--- config.mk ---
export PLATFORM = sky130hd
export DESIGN_NAME = ab_pulse_gen
export DESIGN_NICKNAME = d
export VERILOG_FILES = /design/src/rtl/ab_pulse_gen.sv
export SDC_FILE = /design/constraint.sdc
export NUM_CORES = 1
export LEC_CHECK = 0
export CAP_MARGIN = 5
export CORE_UTILIZATION = 45
export CTS_CLUSTER_DIAMETER = 80
export DETAILED_ROUTE_END_ITERATION = 6
export PLACE_DENSITY_LB_ADDON = 0.3
export SYNTH_ARGS = -nofsm -noshare
export SYNTH_HDL_FRONTEND = slang
export SYNTH_SLANG_ARGS = --single-unit
--- constraint.sdc ---
create_clock -name CLK -period 2.2 [get_ports CLK]
set_input_delay 0.44 -clock CLK [delete_from_list [all_inputs] [get_ports CLK]]
set_output_delay 0.44 -clock CLK [all_outputs]
set_load 0.005 [all_outputs]
--- src/rtl/ab_pulse_gen.sv ---
// Command-driven two-line pulse generator for the A/B difference tracker,
// with a cycle-accurate mirror of the tracker's EQ/A_/B_ flags.
module ab_pulse_gen #(
  parameter int unsigned CNT_W = 8,
  parameter int unsigned GAP   = 1
) (
  input  logic             CLK,
  input  logic             rst_n,
  input  logic             cmd_valid,
  output logic             cmd_ready,
  input  logic [CNT_W-1:0] cmd_a_cnt,
  input  logic [CNT_W-1:0] cmd_b_cnt,
  output logic             outA,
  output logic             outB,
  output logic             busy,
  output logic             done,
  output logic             exp_AeqB,
  output logic             exp_AmB,
  output logic             exp_BmA
);

  typedef enum logic [1:0] {S_IDLE, S_PULSE, S_GAP, S_DONE} state_t;
  typedef enum logic [1:0] {M_EQ, M_A, M_B} mirror_t;

  localparam logic [3:0] GAP_LAST = (GAP == 0) ? 4'd0 : 4'(GAP - 1);

  state_t           r_state, w_state_nxt;
  mirror_t          r_mirror, w_mirror_nxt;
  logic [CNT_W-1:0] r_remA, r_remB;
  logic [CNT_W-1:0] w_remA_dec, w_remB_dec;
  logic [3:0]       r_gap_cnt;
  logic             w_accept;
  logic             w_zero_cmd;
  logic             w_last;

  assign w_accept   = cmd_valid && (r_state == S_IDLE);
  assign w_zero_cmd = (cmd_a_cnt == '0) && (cmd_b_cnt == '0);
  // Counts saturate at zero so the shorter line simply stops pulsing.
  assign w_remA_dec = (r_remA != '0) ? r_remA - CNT_W'(1) : r_remA;
  assign w_remB_dec = (r_remB != '0) ? r_remB - CNT_W'(1) : r_remB;
  assign w_last     = (w_remA_dec == '0) && (w_remB_dec == '0);

  always_comb begin
    w_state_nxt = r_state;
    case (r_state)
      S_IDLE:  if (w_accept) w_state_nxt = w_zero_cmd ? S_DONE : S_PULSE;
      S_PULSE: begin
        if (w_last)        w_state_nxt = S_DONE;
        else if (GAP == 0) w_state_nxt = S_PULSE;
        else               w_state_nxt = S_GAP;
      end
      S_GAP:   if (r_gap_cnt == '0) w_state_nxt = S_PULSE;
      S_DONE:  w_state_nxt = S_IDLE;
      default: w_state_nxt = S_IDLE;
    endcase
  end

  always_ff @(posedge CLK or negedge rst_n) begin
    if (!rst_n) begin
      r_state   <= S_IDLE;
      r_remA    <= '0;
      r_remB    <= '0;
      r_gap_cnt <= '0;
    end else begin
      r_state <= w_state_nxt;
      if (w_accept) begin
        r_remA <= cmd_a_cnt;
        r_remB <= cmd_b_cnt;
      end else if (r_state == S_PULSE) begin
        r_remA <= w_remA_dec;
        r_remB <= w_remB_dec;
      end
      if (r_state == S_PULSE)
        r_gap_cnt <= GAP_LAST;
      else if (r_state == S_GAP && r_gap_cnt != '0)
        r_gap_cnt <= r_gap_cnt - 4'd1;
    end
  end

  assign outA      = (r_state == S_PULSE) && (r_remA != '0);
  assign outB      = (r_state == S_PULSE) && (r_remB != '0);
  assign busy      = (r_state == S_PULSE) || (r_state == S_GAP);
  assign done      = (r_state == S_DONE);
  assign cmd_ready = (r_state == S_IDLE);

  // Mirror of the tracker: single-line pulses move one step toward that line.
  always_comb begin
    w_mirror_nxt = r_mirror;
    case (r_mirror)
      M_EQ: begin
        if (outA && !outB)      w_mirror_nxt = M_A;
        else if (!outA && outB) w_mirror_nxt = M_B;
      end
      M_A:     if (!outA && outB) w_mirror_nxt = M_EQ;
      M_B:     if (outA && !outB) w_mirror_nxt = M_EQ;
      default: w_mirror_nxt = M_EQ;
    endcase
  end

  always_ff @(posedge CLK or negedge rst_n) begin
    if (!rst_n) r_mirror <= M_EQ;
    else        r_mirror <= w_mirror_nxt;
  end

  assign exp_AeqB = (r_mirror == M_EQ);
  assign exp_AmB  = (r_mirror == M_A);
  assign exp_BmA  = (r_mirror == M_B);

endmodule

==> reports/results.tsv, run 1 <==
metric	value	unit
status	finished, final reports clean	
syn-cell-area	1841	um2
syn_inst	227	
vias	1909	
wl_per_cell	15.38	um
ir_drop	306.9	uV
drive_above_1_share	0.1857	
p_per_area	363.1	nW/um2
busiest_layer	met2	
yosysWarnings	0	
met1_usage	0.3581	
synth_top_family_by_area	simple AND/OR/NAND/NOR gates	
antenna_found_initial	0	
die_x	65.96	um
tightest_slew	0.5193	ns
cp-end-kind	flip-flop	
grt_use_met2	0.4260	
p_leak	0.9795	nW
setup_ws	0.07659	ns
grt_pass1_vias	1846	
wirelength	5.044	mm
synth_cell_types	50	
final_cell_count_no_fill	328	
async_flop_share	1.000	
syn_avg_cell_area	8.108	um2
relSlewSlack	0.6506	
max_freq	470.9	MHz
grtUsageMet3	0.04310	
clk_path_buf_depth	2	
grt.overflow.total	0	
htreeDepth	1	
drtAntennaViolNets	0	
die_h	65.96	um
io_pins	27	
dieArea	4350	um2
synth_seq_area_share	0.3263	
path_max_fanout	6	
synth_fa_ha_area_frac	0.06798	
drt_pass1_iterations	5	
start_kind	flip-flop	
antennaDiodeCount	0	
synth_ff_type	dfrtp_1	
grt_use_total	0.2619	
root_buffer	clkbuf_8	
port_buffers	26	
worst-endpoint-arrival	2.34	ns
synth_edf_count	0	
gp_congestion	0.9649	
setup_viol	0	
maxCapViolCount	0	
cp_data_required_time	2.42	ns
area_delta_synth_final	32.77	%
drt-initial-drc-count	125	
critical_path_class	flip-flop to flip-flop	
fin_crit_sh	0.9652	
ys_ff_latch	24	
synthSimpleGateAreaFrac	0.2889	
hold_viol	0	
hold_class	input pin to async pin	
postSynthNetCount	256	
dp_cells	318	
clk_latency	0.27	ns
cts_buffers	3	
clk_pin_slew	0.09	ns
dp_hpwl	3.802	mm
regArea	601.8	um2
start_util	0.4845	
grt_setup_unrepaired	false	
rows	22	
cts_tree	yes	
pre_cts_ws	-0.03212	ns
period_minus_slack	2.123	ns
fin_nets	310	
cts_sinks	24	
route.detailed.drc	0	
synth_compound_area_frac	0.1924	
layout_common_cells	buf_4, nor2_1, clkdlybuf4s50_1	
core_area	3799	um2
finalClockSkew	0.008035	ns
final_common_cell	buf_4	
multi_input_area	1167	um2
viasPerCell	5.820	
grt_max_degree	28	
grt_pass1_wl	8.638	mm
synth_xor_area_frac	0.04283	
muxShareOfSynthArea	0.02719	
nFillCells	347	
maxSlewViolCount	0	
-- sequential cells by signal, indices dropped and copies added, names as in the netlist --
| register | count |
|---|---|
| r_remA | 8 |
| r_remB | 8 |
| r_gap_cnt | 4 |
| r_mirror | 2 |
| r_state | 2 |
-- synthesized netlist by cell type (3+ instances only) --
cell type | instances | share of area
a21oi_1 | 17 | 0.046
a31oi_1 | 3 | 0.010
clkbuf_1 | 5 | 0.010
dfrtp_1 | 24 | 0.33
ha_1 | 10 | 0.068
inv_1 | 12 | 0.024
mux2i_1 | 5 | 0.027
nand2_1 | 23 | 0.047
nand2b_1 | 3 | 0.010
nand3_1 | 5 | 0.014
nand4_1 | 3 | 0.010
nor2_1 | 25 | 0.051
nor2b_1 | 5 | 0.017
nor3_1 | 9 | 0.024
nor4_1 | 10 | 0.034
o21ai_0 | 17 | 0.046
o21ai_1 | 4 | 0.011
xnor2_1 | 7 | 0.033
-- cell type report --
cell class	instances	area share
Clock buffer	3	0.01690
Clock inverter	1	0.01229
Inverter	12	0.01843
Multi-Input combinational cell	181	0.4777
Sequential cell	24	0.2463
Tap cell	48	0.02458
Timing Repair Buffer	59	0.2038
-- through the flow --
step                      utilization  hold WS [ns]  cell area [um2]  TNS (ns)  power [mW]
after CTS                      0.6370        0.5354             2420         0      0.8921
after global routing           0.6433        0.5505             2444         0      0.9177
after global placement         0.6077        0.5211             2308         0      0.5019
after detailed placement       0.6077        0.5158             2308  -0.04975      0.5017
after floorplan                     -        0.1444             1841         0      0.4519
final                          0.6433        0.5197             2444         0      0.8872
-- kinds of logic after synthesis --
group | count (synthesis)
compound gates | 57
flops | 24
xor+xnor | 9
buf+inv | 22
mux | 5
fa+ha+maj | 10
simple gates | 100
-- worst max-delay path, stage by stage, from the launching register on --
cell,delay (ns)
dfrtp_1,0.39
buf_4,0.13
buf_4,0.14
or4_1,0.53
o31ai_1,0.22
o311ai_0,0.17
nor4_1,0.33
o21a_1,0.14
-- metal layers --
metal | up-vias | routed length [um]
met1 | 896 | 2279
met4 | 0 | 87
li1 | 926 | -
met2 | 76 | 2347
met3 | 11 | 330
met5 | - | 0
-- path summary, 6_finish.rpt --
check / from / end / slack, ns / depth (start not counted)
worst max-delay path: r_remB[1] / r_state[0] / 0.08 / 7
worst min-delay path: rst_n / r_gap_cnt[0] / 0.52 / 2
worst max register to register: r_remB[1] / r_state[0] / 0.08 / 7
worst min register to register: r_mirror[0] / r_mirror[1] / 0.53 / 1
max in group asynchronous: rst_n / r_state[0] / 1.43 / 2
min in group CLK: r_mirror[0] / r_mirror[1] / 0.53 / 1
-- repair_timing --
item                       in CTS  in global routing
hold buffers                    0                  0
pin swaps                       3                  3
setup buffers                   3                  3
setup endpoints to repair       2                  5
gates resized for setup        15                  1
-- where the power goes --
group	internal (mW)	total, mW	leakage, nW	switching, mW
clock network	0.243	0.395	0.0357	0.151
registers	0.441	0.441	0.283	0
logic	0.0310	0.0519	0.661	0.0209
total	0.715	0.887	0.980	0.172
(Power assumes the default switching activity.)
==> run 2, diff against run 1 <==
CORE_UTILIZATION = 50   (was 45)
==> run 2 against run 1 <==
Effect of this change:
- die area fell by 9.7%
- sequential share of layout area fell by 0.31 points
- routed wire length fell by 1.2%
- clock skew fell by 0.0049 ns
- register-to-register slack improved by 0.03 ns
- cell area rose by 1.1%
- non-clock buffer count did not move
- global-route usage rose by 0.57 points
- hold slack improved by 0.0014 ns
- critical path type is now flip-flop to primary output
- largest power group unchanged
- highest routed layer unchanged
==> reports/results.tsv, run 2 (synthesis gave the netlist of run 1 again) <==
metric	value	unit
clk_pin_slew	0.09	ns
finalClockSkew	0.003153	ns
cts_hold_buf	0	
final_common_cell	buf_4	
drt_pass1_iterations	4	
drt-initial-drc-count	167	
root_buffer	clkbuf_8	
gp_congestion	0.9909	
vias	1879	
cts_buffers	3	
p_leak	0.9843	nW
status	finished, final reports clean	
fin_nets	310	
dp_hpwl	3.670	mm
layout_common_cells	buf_4, nor2_1, clkdlybuf4s50_1, dfrtp_1, nand2_1	
reg_top3	r_remA x8, r_remB x8, r_gap_cnt x4	
dp_cells	316	
rows	21	
grt_use_met2	0.4253	
port_buffers	26	
grt.overflow.total	0	
grtUsageMet3	0.02372	
p_sw_frac	0.2007	
hold_viol	0	
drive_above_1_share	0.2000	
final_cell_count_no_fill	326	
core_area	3442	um2
grt_pass1_wl	8.142	mm
hold_ws	0.5211	ns
pre_cts_ws	-0.008082	ns
max_freq	474.5	MHz
wirelength	4.985	mm
clk_path_buf_depth	2	
route.detailed.drc	0	
area_delta_synth_final	34.19	%
hold_class	flip-flop to flip-flop	
start_kind	flip-flop	
grt_setup_unrepaired	false	
relSlewSlack	0.6919	
tightest_slew	0.4579	ns
worstRegToRegCells	12	
cts_tree	yes	
critical_path_class	flip-flop to primary output	
die_h	62.67	um
antenna_found_initial	0	
drtAntennaViolNets	0	
worst-endpoint-arrival	1.67	ns
maxCapViolCount	0	
fin_util	0.7176	
cts_sinks	24	
ir_drop	266.5	uV
setup_viol	0	
period_minus_slack	2.107	ns
power	0.8949	mW
die_x	62.67	um
grt_pass1_vias	1755	
fin_crit_sh	0.9579	
pwr-share-clk	0.449	
setup_ws	0.09264	ns
busiest_layer	met2	
p_seq_frac	0.492	
cp_data_required_time	1.76	ns
met1_usage	0.3698	
grt_use_total	0.2675	
path_max_fanout	2	
p_comb_frac	0.059	
grt_max_degree	28	
hold_path_depth	1	
clk_latency	0.27	ns
wl_per_cell	15.29	um
htreeDepth	1	
start_util	0.5347	
p_sw	0.1796	mW
io_pins	27	
p_per_area	362.3	nW/um2
antennaDiodeCount	0	
maxSlewViolCount	0	
cp-end-kind	primary output	
viasPerCell	5.764	
p_int	0.7153	mW
dieArea	3928	um2
==> run 2: cell types whose count changed in the layout (fill, tap and decap cells not counted), sizes merged <==
| cell | change |
|---|---|
| buf | -1 |
| clkbuf | +1 |
==> run 2: layer usage <==
metal  vias up  wire length (um)  share of wire
met5         -                 0              0
li1        927                 -              -
met1       879              2331           0.47
met3        11               265          0.053
met2        62              2295           0.46
met4         0                92          0.018
==> run 2: final timing paths <==
kind / startpoint / to / slack (ns)
setup / recovery: r_remB[1] / outB / 0.09
hold / removal: r_mirror[1] / r_mirror[0] / 0.52
setup reg to reg: r_remB[1] / r_remB[3] / 0.11
hold reg to reg: r_mirror[1] / r_mirror[0] / 0.52
max in group asynchronous: rst_n / r_remB[4] / 1.41
min in group asynchronous: rst_n / r_remA[4] / 0.54
==> run 2: layout make-up <==
type                       instances  area, um2
clock inverter                     1      30.03
tap                               46      57.56
inverter                          12      45.04
clock buffer                       3      41.29
sequential                        24      600.6
multi-input combinational        181       1186
fill                             266      972.2
timing repair buffer              59      509.2
==> run 2: metrics by stage <==
| stage | setup TNS (ns) | instance area [um2] |
|---|---|---|
| floorplan | 0 | 1841 |
| global route | 0 | 2470 |
| finish | 0 | 2470 |
| CTS | -0.03581 | 2446 |
| global placement | 0 | 2306 |
| detailed placement | -0.008082 | 2306 |
==> run 2: power groups by stage <==
stage | Sequential (mW) | Combinational, mW | Clock [mW]
finish | 0.441 | 0.0525 | 0.402
CTS | 0.441 | 0.0528 | 0.401
global placement | 0.449 | 0.0519 | 0
detailed placement | 0.449 | 0.0523 | 0
global route | 0.441 | 0.0562 | 0.423
floorplan | 0.450 | 0.00230 | 0
==> run 2: timing repair <==
| item | in CTS | in global routing |
|---|---|---|
| buffers inserted | 9 | 1 |
| setup endpoints to repair | 2 | 7 |
| resized for setup | 14 | 11 |
| pin swaps | 4 | 6 |
==> run 2: worst max-delay path, stage by stage (launching register included) <==
cell      delay [ns]
dfrtp_1         0.40
inv_2           0.09
ha_4            0.13
or4b_4          0.48
o21ai_4         0.15
inv_1           0.05
clkbuf_2        0.10
==> run 3, diff against run 2 <==
CORE_UTILIZATION = 49   (was 50)
PLACE_DENSITY = 0.76   (was default)
PLACE_DENSITY_LB_ADDON = default   (was 0.3)
clock period = 1.7 ns   (was 2.2 ns; I/O delays follow)
==> run 3 against run 2 <==
Effect of this change:
- the flow now finishes with violations (setup timing)
- critical path depth did not move
- utilization increased by 16 points
- clock-buffer cell count did not move
- critical endpoint unchanged
==> reports/results.tsv, run 3 (synthesis gave the netlist of run 1 again) <==
metric	value	unit
status	complete, but fails checks	
violations	setup timing	
drtAntennaViolNets	0	
regArea	603.1	um2
clk_latency	0.27	ns
slowest_stage	or4b_4	
maxSlewViolCount	0	
viasPerCell	5.967	
core_area	3468	um2
reg_top3	r_remA x8, r_remB x8, r_gap_cnt x4	
hold_viol	0	
hold_ws	0.3589	ns
root_buffer	clkbuf_8	
path_max_fanout	2	
cp_data_required_time	1.36	ns
period_minus_slack	2.073	ns
grt.overflow.total	0	
dp_hpwl	3.778	mm
rows	21	
grt_pass1_wl	8.652	mm
p_per_area	329.4	nW/um2
p_sw_frac	0.2253	
vias	2190	
cpPeakStageDelay	0.48	ns
fin_nets	352	
antenna_found_initial	0	
start_kind	flip-flop	
cp-end-kind	primary output	
layout_common_cells	buf_4, nor2_1, dfrtp_1	
grt_pass1_vias	1874	
die_h	63.29	um
gp_congestion	0.8901	
cts_buffers	3	
htreeDepth	1	
drive_above_1_share	0.4299	
setup_ws	-0.3732	ns
final_common_cell	buf_4	
worst-endpoint-arrival	1.73	ns
hold_class	input pin to flip-flop	
p_int	0.7760	mW
p_comb_frac	0.081	
p_sw	0.2256	mW
die_x	63.29	um
crit_buf_inv	3	
wl_per_cell	18.29	um
multi_input_area	1439	um2
cts_sinks	24	
dieArea	4005	um2
drt-initial-drc-count	166	
crit_chain	inv_2 > ha_4 > or4b_4 > o21ai_4 > inv_1 > buf_2	
grt_setup_unrepaired	true	
relSlewSlack	0.7388	
nFillCells	170	
pwr-share-clk	0.350	
start_util	0.5307	
setup_viol	18	
fin_crit_sh	1.220	
finalClockSkew	0.004333	ns
wirelength	6.712	mm
grt_use_total	0.2751	
max_freq	482.4	MHz
ir_drop	301.4	uV
tightest_slew	0.3890	ns
final_cell_count_no_fill	367	
setup-tns-final	-2.689	ns
route.detailed.drc	0	
area_delta_synth_final	65.19	%
p_seq_frac	0.569	
pre_cts_ws	-0.3349	ns
antennaDiodeCount	0	
critical_path_class	flip-flop to primary output	
grt_max_degree	28	
crit_family	simple AND/OR/NAND/NOR gates	
cts_hold_buf	0	
drt_pass1_iterations	5	
clk_pin_slew	0.09	ns
dp_cells	350	
maxCapViolCount	0	
p_leak	1.277	nW
clk_path_buf_depth	2	
io_pins	27	
port_buffers	26	
cts_tree	yes	
run 3: through the flow:
stage,area (um2),util,total power [mW]
floorplan,1887,-,0.5848
global placement,2606,0.7514,0.6571
detailed placement,2606,0.7514,0.6577
CTS,2751,0.7933,0.9952
global route,3040,0.8766,1.024
finish,3040,0.8766,1.002
run 3: power by group through the flow:
stage | sequential (mW) | combinational [mW] | clock (mW)
after floorplan | 0.582 | 0.00297 | 0
after global placement | 0.582 | 0.0754 | 0
after detailed placement | 0.582 | 0.0760 | 0
after CTS | 0.570 | 0.0780 | 0.347
after global routing | 0.570 | 0.0857 | 0.368
final | 0.570 | 0.0808 | 0.351
run 3: cell type report:
cell class | count | area share
clock buffer | 3 | 0.01358
tap | 46 | 0.01893
inverter | 12 | 0.01481
sequential | 24 | 0.1984
timing repair buffer | 101 | 0.2811
multi-input combinational | 181 | 0.4733
run 3: routing by layer:
metal	wire, um	track usage	vias to the layer above
li1	-	-	1009
met1	2801	0.4194	1026
met2	3220	0.4099	136
met3	456	0.03261	19
met4	234	0.06818	0
met5	0	0	-
run 3: what timing repair did:
item                       4_1_cts  5_1_grt
pin swaps                       21       22
gates cloned                     0        1
resized for setup               40       54
setup buffers                    6        9
setup endpoints to repair       23       25
run 3: final timing paths:
check                        startpoint           to  slack, ns  cells after the start
max in group asynchronous         rst_n  r_mirror[0]       0.99                      2
max                           r_remB[0]         outB      -0.37                      6
min reg2reg                 r_mirror[0]  r_mirror[1]       0.51                      1
max reg2reg                   r_remB[0]  r_mirror[1]      -0.29                      8
min in group asynchronous         rst_n    r_remA[7]       0.43                      2
min                        cmd_a_cnt[0]    r_remA[0]       0.36                      3
run 3: worst register-to-register path, stage by stage, from the launching register on:
cell	delay, ns
dfrtp_1	0.40
inv_2	0.10
ha_4	0.13
or4b_4	0.48
buf_6	0.15
nor2_4	0.20
buf_4	0.16
a2bb2oi_2	0.18
nor2_1	0.06
